`config.mk`:
```
export PLATFORM = sky130hd
export DESIGN_NAME = sound_arbiter
export DESIGN_NICKNAME = d
export VERILOG_FILES = /design/src/rtl/chess_sound_pkg.sv /design/src/rtl/ms_timer.sv /design/src/rtl/sound_arbiter.sv
export SDC_FILE = /design/constraint.sdc
export NUM_CORES = 1
export LEC_CHECK = 0
export CORE_MARGIN = 2
export CORE_UTILIZATION = 52
export CTS_BUF_LIST = sky130_fd_sc_hd__clkbuf_16
export DETAILED_ROUTE_END_ITERATION = 7
export PLACE_DENSITY_LB_ADDON = 0.25
export SETUP_SLACK_MARGIN = 0.2
export SYNTH_ARGS = -nofsm -noshare
export SYNTH_HDL_FRONTEND = slang
export SYNTH_HIERARCHICAL = 1
export SYNTH_SLANG_ARGS = --single-unit
export TNS_END_PERCENT = 100
```
`constraint.sdc`:
```
create_clock -name clk -period 3.8 [get_ports clk]
set_input_delay 0.57 -clock clk [delete_from_list [all_inputs] [get_ports clk]]
set_output_delay 0.57 -clock clk [all_outputs]
set_load 0.02 [all_outputs]
```
`src/rtl/chess_sound_pkg.sv`:
```
// Shared types and constants for the chess sound path: arbiter FSM states,
// tone codes understood by the Sound block, and default requester slots.
package chess_sound_pkg;

    typedef enum logic [1:0] {
        IDLE = 2'd0,
        PLAY = 2'd1,
        GAP  = 2'd2
    } arb_state_e;

    localparam logic [2:0] SND_NONE    = 3'd0;
    localparam logic [2:0] SND_MOVE    = 3'd1;
    localparam logic [2:0] SND_CAPTURE = 3'd2;
    localparam logic [2:0] SND_CHECK   = 3'd3;
    localparam logic [2:0] SND_WIN     = 3'd4;
    localparam logic [2:0] SND_ILLEGAL = 3'd5;
    localparam logic [2:0] SND_CLICK   = 3'd6;

    // Requester slots; a higher index wins arbitration.
    localparam int unsigned CLICK    = 0;
    localparam int unsigned MOVE     = 1;
    localparam int unsigned CHECK    = 2;
    localparam int unsigned GAMEOVER = 3;

endpackage

```
`src/rtl/ms_timer.sv`:
```
// Millisecond-style timer: a TICK_DIV prescaler feeding a tick down-counter.
// load restarts both; expire pulses for one cycle on the last clock of the final tick.
module ms_timer #(
    parameter int unsigned TICK_DIV = 100000,
    parameter int unsigned TW       = 8
) (
    input  logic          clk,
    input  logic          rstn,
    input  logic          load,
    input  logic [TW-1:0] value,
    output logic          expire
);

    localparam int unsigned PW = (TICK_DIV > 1) ? $clog2(TICK_DIV) : 1;

    logic [PW-1:0] presc_q;
    logic [TW-1:0] ticks_q;
    logic          tick;

    assign tick   = (presc_q == PW'(TICK_DIV - 1));
    assign expire = tick && (ticks_q == TW'(1));

    always_ff @(posedge clk or negedge rstn) begin
        if (!rstn) begin
            presc_q <= '0;
            ticks_q <= '0;
        end else if (load) begin
            presc_q <= '0;
            ticks_q <= value;
        end else if (ticks_q != '0) begin
            // Counter parks at zero once expired, so it can never wrap.
            if (tick) begin
                presc_q <= '0;
                ticks_q <= ticks_q - TW'(1);
            end else begin
                presc_q <= presc_q + PW'(1);
            end
        end
    end

endmodule

```
`src/rtl/sound_arbiter.sv`:
```
// Shares the single Sound tone generator between event sources: latches requests,
// grants by fixed priority, plays a timed tone and inserts a silent gap afterwards.
module sound_arbiter
    import chess_sound_pkg::*;
#(
    parameter int unsigned NREQ     = 4,
    parameter int unsigned TICK_DIV = 100000,
    parameter int unsigned TONE_MS  = 200,
    parameter int unsigned GAP_MS   = 20,
    parameter bit          PREEMPT  = 1'b1
) (
    input  logic              clk,
    input  logic              rstn,
    input  logic [NREQ-1:0]   req,
    input  logic [3*NREQ-1:0] req_code,
    input  logic              mute,
    output logic [2:0]        sound_code,
    output logic              play_sound,
    output logic [NREQ-1:0]   grant,
    output logic              busy
);

    localparam int unsigned MAX_MS = (TONE_MS > GAP_MS) ? TONE_MS : GAP_MS;
    localparam int unsigned TW     = $clog2(MAX_MS + 1);
    localparam int unsigned IW     = (NREQ > 1) ? $clog2(NREQ) : 1;

    arb_state_e      state_q;
    logic [NREQ-1:0] pending_q;
    logic [2:0]      slot_q [NREQ];
    logic [IW-1:0]   owner_q;

    logic [IW-1:0]   win_idx;
    logic [NREQ-1:0] win_onehot;
    logic            win_any;
    logic            start_play;
    logic            timer_load;
    logic [TW-1:0]   timer_value;
    logic            timer_exp;

    // Highest pending index wins; only registered pending is considered.
    always_comb begin
        win_idx    = '0;
        win_onehot = '0;
        for (int i = 0; i < NREQ; i++) begin
            if (pending_q[i]) begin
                win_idx = IW'(i);
            end
        end
        win_onehot[win_idx] = 1'b1;
    end

    assign win_any = |pending_q;

    always_comb begin
        start_play = 1'b0;
        if (!mute) begin
            unique case (state_q)
                IDLE: start_play = win_any;
                PLAY: start_play = (PREEMPT && win_any && (win_idx > owner_q)) ||
                                   (timer_exp && (GAP_MS == 0) && win_any);
                GAP:  start_play = timer_exp && win_any;
                default: start_play = 1'b0;
            endcase
        end
    end

    // Every state change reloads the timer, which also clears the prescaler.
    always_comb begin
        timer_load  = mute || start_play || (timer_exp && (state_q != IDLE));
        timer_value = '0;
        if (mute) begin
            timer_value = '0;
        end else if (start_play) begin
            timer_value = TW'(TONE_MS);
        end else if (state_q == PLAY) begin
            timer_value = TW'(GAP_MS);
        end
    end

    ms_timer #(
        .TICK_DIV (TICK_DIV),
        .TW       (TW)
    ) u_timer (
        .clk    (clk),
        .rstn   (rstn),
        .load   (timer_load),
        .value  (timer_value),
        .expire (timer_exp)
    );

    // Request capture; a same-cycle request beats the grant's clear.
    always_ff @(posedge clk or negedge rstn) begin
        if (!rstn) begin
            pending_q <= '0;
            for (int i = 0; i < NREQ; i++) begin
                slot_q[i] <= SND_NONE;
            end
        end else begin
            for (int i = 0; i < NREQ; i++) begin
                if (mute) begin
                    pending_q[i] <= 1'b0;
                end else if (req[i] && (req_code[3*i +: 3] != SND_NONE)) begin
                    pending_q[i] <= 1'b1;
                    slot_q[i]    <= req_code[3*i +: 3];
                end else if (start_play && (win_idx == IW'(i))) begin
                    pending_q[i] <= 1'b0;
                end
            end
        end
    end

    always_ff @(posedge clk or negedge rstn) begin
        if (!rstn) begin
            state_q    <= IDLE;
            sound_code <= SND_NONE;
            play_sound <= 1'b0;
            grant      <= '0;
            owner_q    <= '0;
        end else begin
            grant <= '0;
            if (mute) begin
                state_q    <= IDLE;
                sound_code <= SND_NONE;
                play_sound <= 1'b0;
            end else if (start_play) begin
                state_q    <= PLAY;
                grant      <= win_onehot;
                sound_code <= slot_q[win_idx];
                play_sound <= 1'b1;
                owner_q    <= win_idx;
            end else if (timer_exp && (state_q != IDLE)) begin
                state_q    <= ((state_q == PLAY) && (GAP_MS != 0)) ? GAP : IDLE;
                sound_code <= SND_NONE;
                play_sound <= 1'b0;
            end
        end
    end

    assign busy = (state_q != IDLE);

endmodule

```
==> results.cfg <==
[synth]
synth-adder-area-share = 0.0423
avgSynthCellArea_um2 = 10.0
syn_inst = 295
synth-simple-area-share = 0.224
async_reset_ff_frac = 1.00
yosysSeqAreaShare = 0.440
ys_warn_count = 6
synth_top_family_by_area = simple AND/OR/NAND/NOR gates
synth_compound_area_frac = 0.190
synth-xor-area-share = 0.0118
yosys.area.top_type_share = 0.440
yosysTopAreaCell = dfrtp_1
synth_area_mm2 = 0.00296
synthMuxAreaShare = 0.0499
synth_edf_count = 0
synthFlopType = dfrtp_1
synthDistinctLibCells = 61
synthTopCellsByArea = dfrtp_1, nand2_1, ha_1
ys_ff_latch = 52

[cts]
root_buffer = clkbuf_16
clock_path_buffers = 2
clk_pin_slew_ns = 0.07
numCtsBuffers = 5
h-tree-depth = 2
clk_latency_ns = 0.29
holdBufCountCts = 0
cts.sinks = 52
cts_tree = done

[placed_design]
place_congestion = 0.857
dp_hpwl_mm = 4.69
numPortBuffers = 27

[pwr]
vdd_drop_max_uv = 210
power_density_mw_per_mm2 = 437
p_leak_nw = 1.61

[finish]
areaGrowthSynthToFinish_pct = 24.3
drive_gt1_frac = 0.229
fin_nets = 377
fillCellCount = 432
final_cell_mix = dfrtp_1, nand2_1, clkdlybuf4s50_1, buf_4, o21ai_0
diodes = 0
finalCoreUtilization = 0.668
final_common_cell = dfrtp_1

[global_routing]
globalRouteOverflowTotal = 0
grt_pass1_wl_mm = 11.3
antenna_found_initial = 0
grt_max_degree = 30
grtUsageTotal = 0.227
grt_pass1_vias = 2351

[run]
cap_violations = 0

[detailed_routing]
ant_nets = 0
num_vias = 2453
wl_per_cell_um = 15.9
first_pass_iters = 4
drt_wl_total_mm = 6.68
viasPerCell = 5.83
drc_errors = 0
drt_iter0_drc = 93

[sta]
rsz0062_at_grt = false
final-setup-viol-count = 0
setup_tns_ns = 0
period_share = 0.914
fmax_mhz = 288
worstMarginPinSlew_ns = 1.00
finClkSkew_ns = 0.00659
slew_headroom = 0.325
finalHoldViolCount = 0
slew_viol_final = 0
layout_min_cycle_time_ns = 3.47

[die]
die_w_um = 79.4
start_util = 0.537
rows = 27
ios = 28
fp.dieH_um = 79.4
dieArea_mm2 = 0.00631
fp.coreArea_mm2 = 0.00551

[critical_path]
critPathRequiredTime_ns = 4.01
end_kind = flip-flop
start_kind = flip-flop
cp_max_fo = 7
worst-setup-path-type = reg2reg
r2r_cells = 12
cp_data_arrival_time_ns = 3.69

[status]
status = finished clean

[min_path]
worst_hold_path_type = in2async
[metal layers]
| metal | global-route usage | vias to the layer above | wire length [µm] |
|---|---|---|---|
| li1 | - | 1192 | - |
| met1 | 0.290 | 1198 | 2920 |
| met5 | 0 | - | 0 |
| met2 | 0.389 | 54 | 3410 |
| met4 | 0.0638 | 0 | 95 |
| met3 | 0.0475 | 9 | 256 |
[final timing paths]
kind / startpoint / to / slack [ns]
setup / recovery: u_timer/presc_q[13]$_DFFE_PN0P_ / u_timer/presc_q[10]$_DFFE_PN0P_ / 0.33
hold / removal: rstn / pending_q[0]$_DFFE_PN0P_ / 0.25
setup reg to reg: u_timer/presc_q[13]$_DFFE_PN0P_ / u_timer/presc_q[10]$_DFFE_PN0P_ / 0.33
hold reg to reg: slot_q[0]$_DFFE_PN0P_ / slot_q[0]$_DFFE_PN0P_ / 0.50
max in group asynchronous: rstn / u_timer/presc_q[6]$_DFFE_PN0P_ / 2.74
min in group clk: slot_q[0]$_DFFE_PN0P_ / slot_q[0]$_DFFE_PN0P_ / 0.50
[cells by family (layout without fill, tap and decap cells)]
kind of cell	count (synthesis)	after routing
adder cells (fa/ha/maj)	10	10
AND/OR/NAND/NOR	114	114
XOR/XNOR	4	4
other	1	3
multiplexers	14	14
buffers and inverters	26	77
flip-flops	52	52
AO/OA/AOI/OAI	74	75
[critical path, cell delays in order, from the launching register on]
cell	delay, ns
dfrtp_1	0.42
or4b_1	0.54
or4_4	0.52
nor2_4	0.11
and4_4	0.25
a31oi_4	0.10
a211o_4	0.38
nand2_8	0.09
inv_2	0.04
nand4_1	0.23
o211ai_4	0.17
or3_2	0.46
o21ai_0	0.08
[stage by stage]
| stage | std cells | instance area (µm²) | hold WS [ns] | total power (W) | setup slack (ns) |
|---|---|---|---|---|---|
| floorplan | 297 | 3010 | 0.274 | 0.000986 | 0.209 |
| CTS | 406 | 3540 | 0.270 | 0.00158 | 0.232 |
| detailed placement | 395 | 3360 | 0.489 | 0.00112 | 0.194 |
| global route | 421 | 3680 | 0.306 | 0.00170 | 0.188 |
| finish | 421 | 3680 | 0.253 | 0.00161 | 0.325 |
| global placement | 395 | 3360 | 0.459 | 0.00111 | 0.270 |
[power by group]
| part | switching [W] | internal (W) |
|---|---|---|
| clock | 0.000203 | 0.000243 |
| sequential | 0.0000609 | 0.000622 |
| combinational | 0.000244 | 0.000233 |
| total | 0.000508 | 0.00110 |
[synthesized netlist by cell type, types with 2 or more instances]
| library cell | number |
|---|---|
| ha_1 | 10 |
| a31o_2 | 2 |
| and4_1 | 4 |
| or4_1 | 2 |
| a32o_1 | 3 |
| nor3b_2 | 3 |
| buf_4 | 2 |
| buf_6 | 2 |
| or2_2 | 2 |
| o21ai_0 | 20 |
| inv_1 | 16 |
| a31oi_1 | 3 |
| nor3_2 | 2 |
| mux2i_1 | 8 |
| nand3_1 | 18 |
| nor3_1 | 5 |
| and3_2 | 3 |
| o31ai_1 | 5 |
| and3_1 | 4 |
| xor2_1 | 2 |
| nand4_1 | 5 |
| a211oi_1 | 3 |
| clkbuf_1 | 4 |
| nor2b_1 | 3 |
| o311ai_0 | 3 |
| or3_2 | 6 |
| dfrtp_1 | 52 |
| mux2_2 | 6 |
| a21oi_1 | 12 |
| xnor2_1 | 2 |
| a22o_1 | 7 |
| and2_1 | 2 |
| o21ai_1 | 2 |
| a211o_2 | 2 |
| nor2_1 | 9 |
| nand2_1 | 36 |
[area by class of cell]
cell class / instances / area (µm²) / area share
clock buffers: 5 / 125 / 0.0340
clock inverters: 3 / 20.0 / 0.00544
inverters: 17 / 63.8 / 0.0174
multi-input cells: 220 / 1620 / 0.441
flip-flops and latches: 52 / 1300 / 0.354
well taps: 72 / 90.1 / 0.0245
repair buffers: 52 / 453 / 0.123
[registers in the layout (all words and copies together), names as in the netlist]
| signal | count |
|---|---|
| pending_q | 4 |
| state_q | 2 |
| owner_q | 2 |
| u_timer/ticks_q | 8 |
| sound_code | 3 |
| slot_q | 12 |
| u_timer/presc_q | 17 |
| grant | 4 |
[what timing repair did]
| action | 4_1_cts | 5_1_grt |
|---|---|---|
| endpoints found under the setup margin | 6 | 13 |
| resized for setup | 1 | 4 |
| buffers inserted | 3 | 14 |
| gates cloned | 0 | 1 |
| pin swaps | 1 | 4 |
| hold endpoints to repair | 0 | 0 |
Power figures use the tool's default switching activity.
